**config.mk**
```make
export PLATFORM = sky130hd
export DESIGN_NAME = or16_arbiter
export DESIGN_NICKNAME = d
export VERILOG_FILES = /design/src/rtl/or16_arbiter_pkg.sv /design/src/rtl/or16_arbiter_or16.sv /design/src/rtl/or16_arbiter.sv
export SDC_FILE = /design/constraint.sdc
export NUM_CORES = 1
export LEC_CHECK = 0
export ABC_AREA = 1
export CORE_ASPECT_RATIO = 0.5
export CORE_MARGIN = 5
export CORE_UTILIZATION = 36
export DETAILED_ROUTE_END_ITERATION = 6
export GPL_ROUTABILITY_DRIVEN = 0
export GPL_TIMING_DRIVEN = 0
export PLACE_DENSITY = 0.94
export REMOVE_ABC_BUFFERS = 1
export SKIP_LAST_GASP = 1
export SLEW_MARGIN = 25
export SYNTH_ARGS = -nofsm -noshare
export SYNTH_HDL_FRONTEND = slang
export SYNTH_SLANG_ARGS = --single-unit
```
**constraint.sdc**
```tcl
create_clock -name clock -period 4.1 [get_ports clock]
set_clock_uncertainty 0.05 [all_clocks]
set_input_delay 0.615 -clock clock [delete_from_list [all_inputs] [get_ports clock]]
set_output_delay 0.615 -clock clock [all_outputs]
set_load 0.01 [all_outputs]
```
**src/rtl/or16_arbiter_pkg.sv**
```systemverilog
// Shared constants and state encoding for the round-robin Or16 arbiter.
package or16_arbiter_pkg;

  localparam int unsigned OrWidth     = 16;
  localparam int unsigned NReqDefault = 4;

  // Requester index width; a single requester still gets a 1-bit id
  function automatic int unsigned id_width(input int unsigned n);
    return (n > 1) ? $clog2(n) : 1;
  endfunction

  localparam int unsigned IdWidth = id_width(NReqDefault);

  typedef enum logic {
    StEmpty = 1'b0,
    StFull  = 1'b1
  } state_e;

endpackage

```
**src/rtl/or16_arbiter_or16.sv**
```systemverilog
// Or16 datapath: bitwise OR of two 16-bit operands, purely combinational.
module or16_arbiter_or16
  import or16_arbiter_pkg::*;
(
  input  logic [OrWidth-1:0] a,
  input  logic [OrWidth-1:0] b,
  output logic [OrWidth-1:0] out
);

  assign out = a | b;

endmodule

```
**src/rtl/or16_arbiter.sv**
```systemverilog
// Round-robin arbiter sharing one Or16 unit among N_REQ requesters, with a
// single-entry valid/ready result register.
module or16_arbiter
  import or16_arbiter_pkg::*;
#(
  parameter int unsigned N_REQ = NReqDefault,
  parameter int unsigned WIDTH = OrWidth,
  localparam int unsigned IdW  = id_width(N_REQ)
) (
  input  logic                   clock,
  input  logic                   reset,
  input  logic [N_REQ-1:0]       req,
  input  logic [N_REQ*WIDTH-1:0] a_in,
  input  logic [N_REQ*WIDTH-1:0] b_in,
  output logic [N_REQ-1:0]       gnt,
  output logic [WIDTH-1:0]       out,
  output logic [IdW-1:0]         out_id,
  output logic                   out_valid,
  input  logic                   out_ready
);

  state_e           state_q;
  logic [IdW-1:0]   last_q;
  logic [WIDTH-1:0] out_q;
  logic [IdW-1:0]   out_id_q;

  logic             accept;
  logic             found;
  logic             grant;
  logic [IdW-1:0]   idx;
  logic [IdW-1:0]   sel;

  logic [WIDTH-1:0] a_arr [N_REQ];
  logic [WIDTH-1:0] b_arr [N_REQ];
  logic [WIDTH-1:0] a_sel;
  logic [WIDTH-1:0] b_sel;
  logic [WIDTH-1:0] or_res;

  for (genvar i = 0; i < N_REQ; i++) begin : g_unpack
    assign a_arr[i] = a_in[i*WIDTH +: WIDTH];
    assign b_arr[i] = b_in[i*WIDTH +: WIDTH];
  end

  // Search starts one past the last winner, so the last winner has lowest priority
  always_comb begin
    accept = ~reset & ((state_q == StEmpty) | out_ready);
    found  = 1'b0;
    idx    = '0;
    sel    = '0;
    for (int unsigned k = 1; k <= N_REQ; k++) begin
      idx = IdW'((32'(last_q) + k) % N_REQ);
      if (!found && req[idx]) begin
        found = 1'b1;
        sel   = idx;
      end
    end
    grant    = found & accept;
    gnt      = '0;
    gnt[sel] = grant;
  end

  assign a_sel = a_arr[sel];
  assign b_sel = b_arr[sel];

  or16_arbiter_or16 u_or16 (
    .a   (a_sel),
    .b   (b_sel),
    .out (or_res)
  );

  always_ff @(posedge clock) begin
    if (reset) begin
      state_q  <= StEmpty;
      last_q   <= IdW'(N_REQ - 1);
      out_q    <= '0;
      out_id_q <= '0;
    end else if (grant) begin
      state_q  <= StFull;
      last_q   <= sel;
      out_q    <= or_res;
      out_id_q <= sel;
    end else if ((state_q == StFull) && out_ready) begin
      // Drained with nothing behind it; data stays visible but invalid
      state_q <= StEmpty;
    end
  end

  assign out       = out_q;
  assign out_id    = out_id_q;
  assign out_valid = (state_q == StFull);

endmodule

```
=== After elaboration in Yosys (flattened, before gate mapping) ===
Index checks and enable logic that the tools add are counted.

* Add/subtract/negate cells: 4
* Magnitude comparators: 7
* Multiplexer cells: 26
* Bitwise gates (word level): 8
* Reduce and logical (&&, ||, !) cells: 9

{| class="wikitable"
|+ Operator list
! operator !! count
|-
| $bmux W16 S2 || 2
|-
| $mux W16 || 4
|-
| $or A16 B16 Y16 || 1
|-
| $lt A2 B3 Y1 const B || 5
|-
| $mux W1 || 11
|-
| $bmux W1 S2 || 4
|-
| $mux W2 || 4
|-
| $logic_and A1 B1 Y1 || 5
|-
| $add A2 B1 Y2 const B || 2
|-
| $add A2 B2 Y2 const B || 2
|-
| $and A4 B4 Y4 || 1
|-
| $ge A3 B3 Y1 const B || 1
|-
| $logic_not A1 Y1 || 3
|-
| $not A2 Y3 || 1
|-
| $and A1 B1 Y1 || 2
|-
| $demux W1 S2 || 1
|-
| $ge A2 B1 Y1 const B || 1
|-
| $not A1 Y1 || 2
|-
| $reduce_bool A2 Y1 || 1
|-
| $or A1 B1 Y1 || 1
|}

* Bits in registers: 21
* Bits of input ports: 135
* Output and inout bits: 23
* Logic and storage cells: 58

=== Longest topological paths before layout ===
* Depth after elaboration: 18
* Gate-level depth with buffers: 16
* Depth with buffers taken out: 15

=== Cells and area by module ===
A second synthesis with hierarchy kept.

* Cells, all modules: 518
* Area total of the unflattened synthesis: 2539.9 um^2

{| class="wikitable"
|+ Modules (own cells, without submodules)
! module !! times used !! cells each !! area an instance (um^2)
|-
| or16_arbiter || 1 || 470 || 2359.8
|-
| or16_arbiter_or16 || 1 || 48 || 180.2
|}

=== Worst setup path after synthesis ===
Ideal clock, no wire load.

* Path kind: input port to output port
* Start point: input port req[3]
* End point: output port gnt[1]
* Arrival time: 1753 ps
* Path slack: 1682 ps
* Cell stages on the path: 10
* Cell sequence: nand2_1 nand2_2 nand2_1 nand2_2 nor2_8 nand3_2 nand3_2 buf_4 or2_1 nor2_1

* Word-level cells in the longest chain between the ends: 17

{| class="wikitable"
|+ Ends and longest elaborated chain
! element !! line !! RTL
|-
| start, declared || or16_arbiter.sv:12 || <nowiki>input logic [N_REQ-1:0] req,</nowiki>
|-
| $bmux W1 S2 || or16_arbiter.sv:52 || <nowiki>if (!found && req[idx]) begin</nowiki>
|-
| $mux W1 (not written as such) || or16_arbiter.sv:52 ||
|-
| $mux W1 || or16_arbiter.sv:52 ||
|-
| $logic_not A1 Y1 || or16_arbiter.sv:52 ||
|-
| $logic_and A1 B1 Y1 || or16_arbiter.sv:52 ||
|-
| $mux W1 || or16_arbiter.sv:52 ||
|-
| $logic_not A1 Y1 || or16_arbiter.sv:52 ||
|-
| $logic_and A1 B1 Y1 || or16_arbiter.sv:52 ||
|-
| $mux W1 || or16_arbiter.sv:52 ||
|-
| $logic_not A1 Y1 || or16_arbiter.sv:52 ||
|-
| $logic_and A1 B1 Y1 || or16_arbiter.sv:52 ||
|-
| $mux W2 || or16_arbiter.sv:52 ||
|-
| $lt A2 B3 Y1 (not written as such) / $ge A2 B1 Y1 (equally long branches) || or16_arbiter.sv:59 || <nowiki>gnt[sel] = grant;</nowiki>
|-
| $logic_and A1 B1 Y1 (not written as such) || or16_arbiter.sv:59 ||
|-
| $mux W1 (not written as such) || or16_arbiter.sv:59 ||
|-
| $demux W1 S2 || or16_arbiter.sv:59 ||
|-
| $and A4 B4 Y4 (no source line) (*) || -- ||
|-
| end, declared || or16_arbiter.sv:15 || <nowiki>output logic [N_REQ-1:0] gnt,</nowiki>
|}

Mark *: on every way between the ends. The rest lies on a longest branch, timed or not. The select of a mux whose other input is x is not followed.

=== Worst setup path after layout ===
* Start point: input port req[0]
* End point: output port gnt[1]

The elaborated chain is that of the path after synthesis.

==> reports/qor.yml <==
die-area_mm2: 0.00697
layout.nets: 612
cts-hold-fix-buffers: 0
routed_wl_mm: 7.78
drtPass1Iterations: 5
outcome: "complete, no violations"
synth_cells: 332
min_path_type: "flop to flop"
crit_slowest_cell: "clkdlybuf4s50_1"
grt_usage_pct: 19.8
fin_crit_ns: 3.94
combinationalPowerShare_pct: 75.6
synthArstFlopShare_pct: 0
hpwl_mm: 5.96
cts.path.max_buffers: 2
yosysMostFrequentCell: "nand2_1"
ys_types: 24
die_height_um: 61.6
grt_antenna_before_repair: 0
cts_buffers: 3
start_util_pct: 38.0
cts_sinks: 21
critPathMaxFanout: 30
post-synth-top-area-cell: "dfxtp_1"
post-route-period-util_pct: 96.0
area_growth_pct: 84.9
synth_edf_count: 0
ios: 158
grt_pass1_vias: 2456
synthFlopType: "dfxtp_1"
drv_slew: 0
syn_area_mm2: 0.00192
drc: 0
dr_total_vias: 2749
seq_area_frac_synth_pct: 21.9
pwr-share-clk_pct: 6.6
finalHoldViolCount: 0
port_buffers: 157
p_sw_w: 0.00110
cts_tree: "yes"
p_leak_nw: 1.48
grt_pass1_wl_mm: 11.2
worstMarginPinSlew_ns: 0.675
clk_pin_slew_ns: 0.08
clk-insertion-delay-late_ns: 0.26
avgRoutedWirePerCell_um: 14.2
fin_ws_ns: 0.162
max_cap_violations: 0
ant_nets: 0
htreeDepth: 1
powerDensity_mw_per_mm2: 584
crit_type: "input pin to primary output"
rsz0062_at_grt: "false"
via_per_inst: 5.03
critPathMostFrequentCell: "nand2_1"
synthTopCellsByArea: "dfxtp_1, nand2_1, nor2_1"
row_count: 18
grt_start_max_net_pins: 33
dp_slack_ns: -0.939
synth-seq-cells: 21
max_freq_mhz: 254
pwr-share-seq_pct: 17.7
finalSetupViolCount: 0
drive_gt1_share_pct: 7.35
timing.setup.tns_ns: 0
cp-end-kind: "primary output"
cp-start-kind: "input pin"
drt-initial-drc-count: 126
crit_family: "simple AND/OR/NAND/NOR gates"
die_x_um: 113
cp.required_ns: 3.43
postCtsSetupBuffers: 0
diodes: 0
cp.arrival_ns: 3.27
avgSynthCellArea_um2: 5.77
peakVddDrop_mv: 0.292
overflow: 0
p_sw_share_pct: 53.3
ys_top_cells_by_count: "nand2_1, nor2_1, nand3_1"
coreArea_mm2: 0.00504
worstPathCellList: "clkdlybuf4s50_1 > nand2_1 > nand2_1 > nand2_1 > nand2_2 > nand2_1 > nand2_1 > nand2_4 > nand3_4 > or2_1 > nor2_1 > clkdlybuf4s50_1"
cts-root-buf: "clkbuf_8"
p_int_w: 0.000968
slew_headroom_pct: 54.9
path_buf_inv: 2
max_stage_delay_ns: 0.56
yosysTopAreaCellShare_pct: 21.9
yosysWarnings: 0
## final cells by class
class | instances | area (µm²)
Timing Repair Buffer | 157 | 1570
Fill cell | 432 | 1500
Multi-Input combinational cell | 279 | 1360
Sequential cell | 21 | 420
Tap cell | 70 | 87.6
Inverter | 15 | 61.3
Clock buffer | 4 | 45.0
## per-layer routing
layer,routed length (µm),track usage (%),share of wire [%]
met5,0,0,0
met4,83,4.97,1.1
met3,527,2.94,6.8
met2,4210,39.8,54
met1,2950,22.8,38
## layout by cell type, fill, tap and decap left out, drive strengths merged
cell type	instances
clkdlybuf4s50	157
or2	5
o31ai	1
nand4	28
o21ai	7
inv	15
dfxtp	21
nor2	73
a31oi	2
nand3	55
nand2	103
a21oi	5
clkbuf	4
## worst register-to-register path: cells and delay by family (launching register included)
family | cells | cell delay (ns)
and+or+nand+nor | 7 | 1.14
DFF | 1 | 0.60
AOI/OAI and AO/OA | 1 | 0.40
buffers and inverters | 3 | 0.37
## stage by stage
| stage | cells | instance area, µm² | hold WS [ns] | total power [W] | utilization, % |
|---|---|---|---|---|---|
| finish | 546 | 3540 | 0.425 | 0.00207 | 70.3 |
| global route | 546 | 3540 | 0.441 | 0.00224 | 70.3 |
| floorplan | 313 | 1780 | 0.444 | 0.00124 | - |
| detailed placement | 540 | 3440 | 0.419 | 0.00183 | 68.1 |
| global placement | 540 | 3440 | 0.411 | 0.00179 | 68.1 |
| CTS | 545 | 3520 | 0.429 | 0.00202 | 69.8 |
## power groups by stage
stage               registers [W]  logic (W)  clock network, W
floorplan                0.000404   0.000837                 0
global placement         0.000365    0.00142                 0
detailed placement       0.000369    0.00146                 0
CTS                      0.000365    0.00152          0.000138
global route             0.000378    0.00172          0.000146
finish                   0.000367    0.00157          0.000138
## state kept, by name, indices dropped and copies added, names as in the netlist
name,cells
out_valid,1
out,16
last_q,2
out_id,2
## kinds of logic after synthesis
| logic type | Yosys count | share of synthesized area [%] |
|---|---|---|
| simple gates | 262 | 63.4 |
| buf+inv | 34 | 10.4 |
| flops | 21 | 21.9 |
| compound gates | 15 | 4.18 |
## worst paths after layout
check                           cells after the start       from      end  slack (ns)
worst max-delay path                               12     req[0]   gnt[1]        0.16
worst min register to register                      2     out[2]   out[2]        0.43
worst max register to register                     11  last_q[0]  out[15]        1.42
worst min-delay path                                2     out[2]   out[2]        0.43
## repair_timing
| item | in CTS | in global routing |
|---|---|---|
| resized for setup | 5 | 3 |
| pin swaps | 1 | 1 |
| endpoints found under the setup margin | 4 | 4 |
| cloned | 1 | 1 |
(Power assumes the default switching activity.)
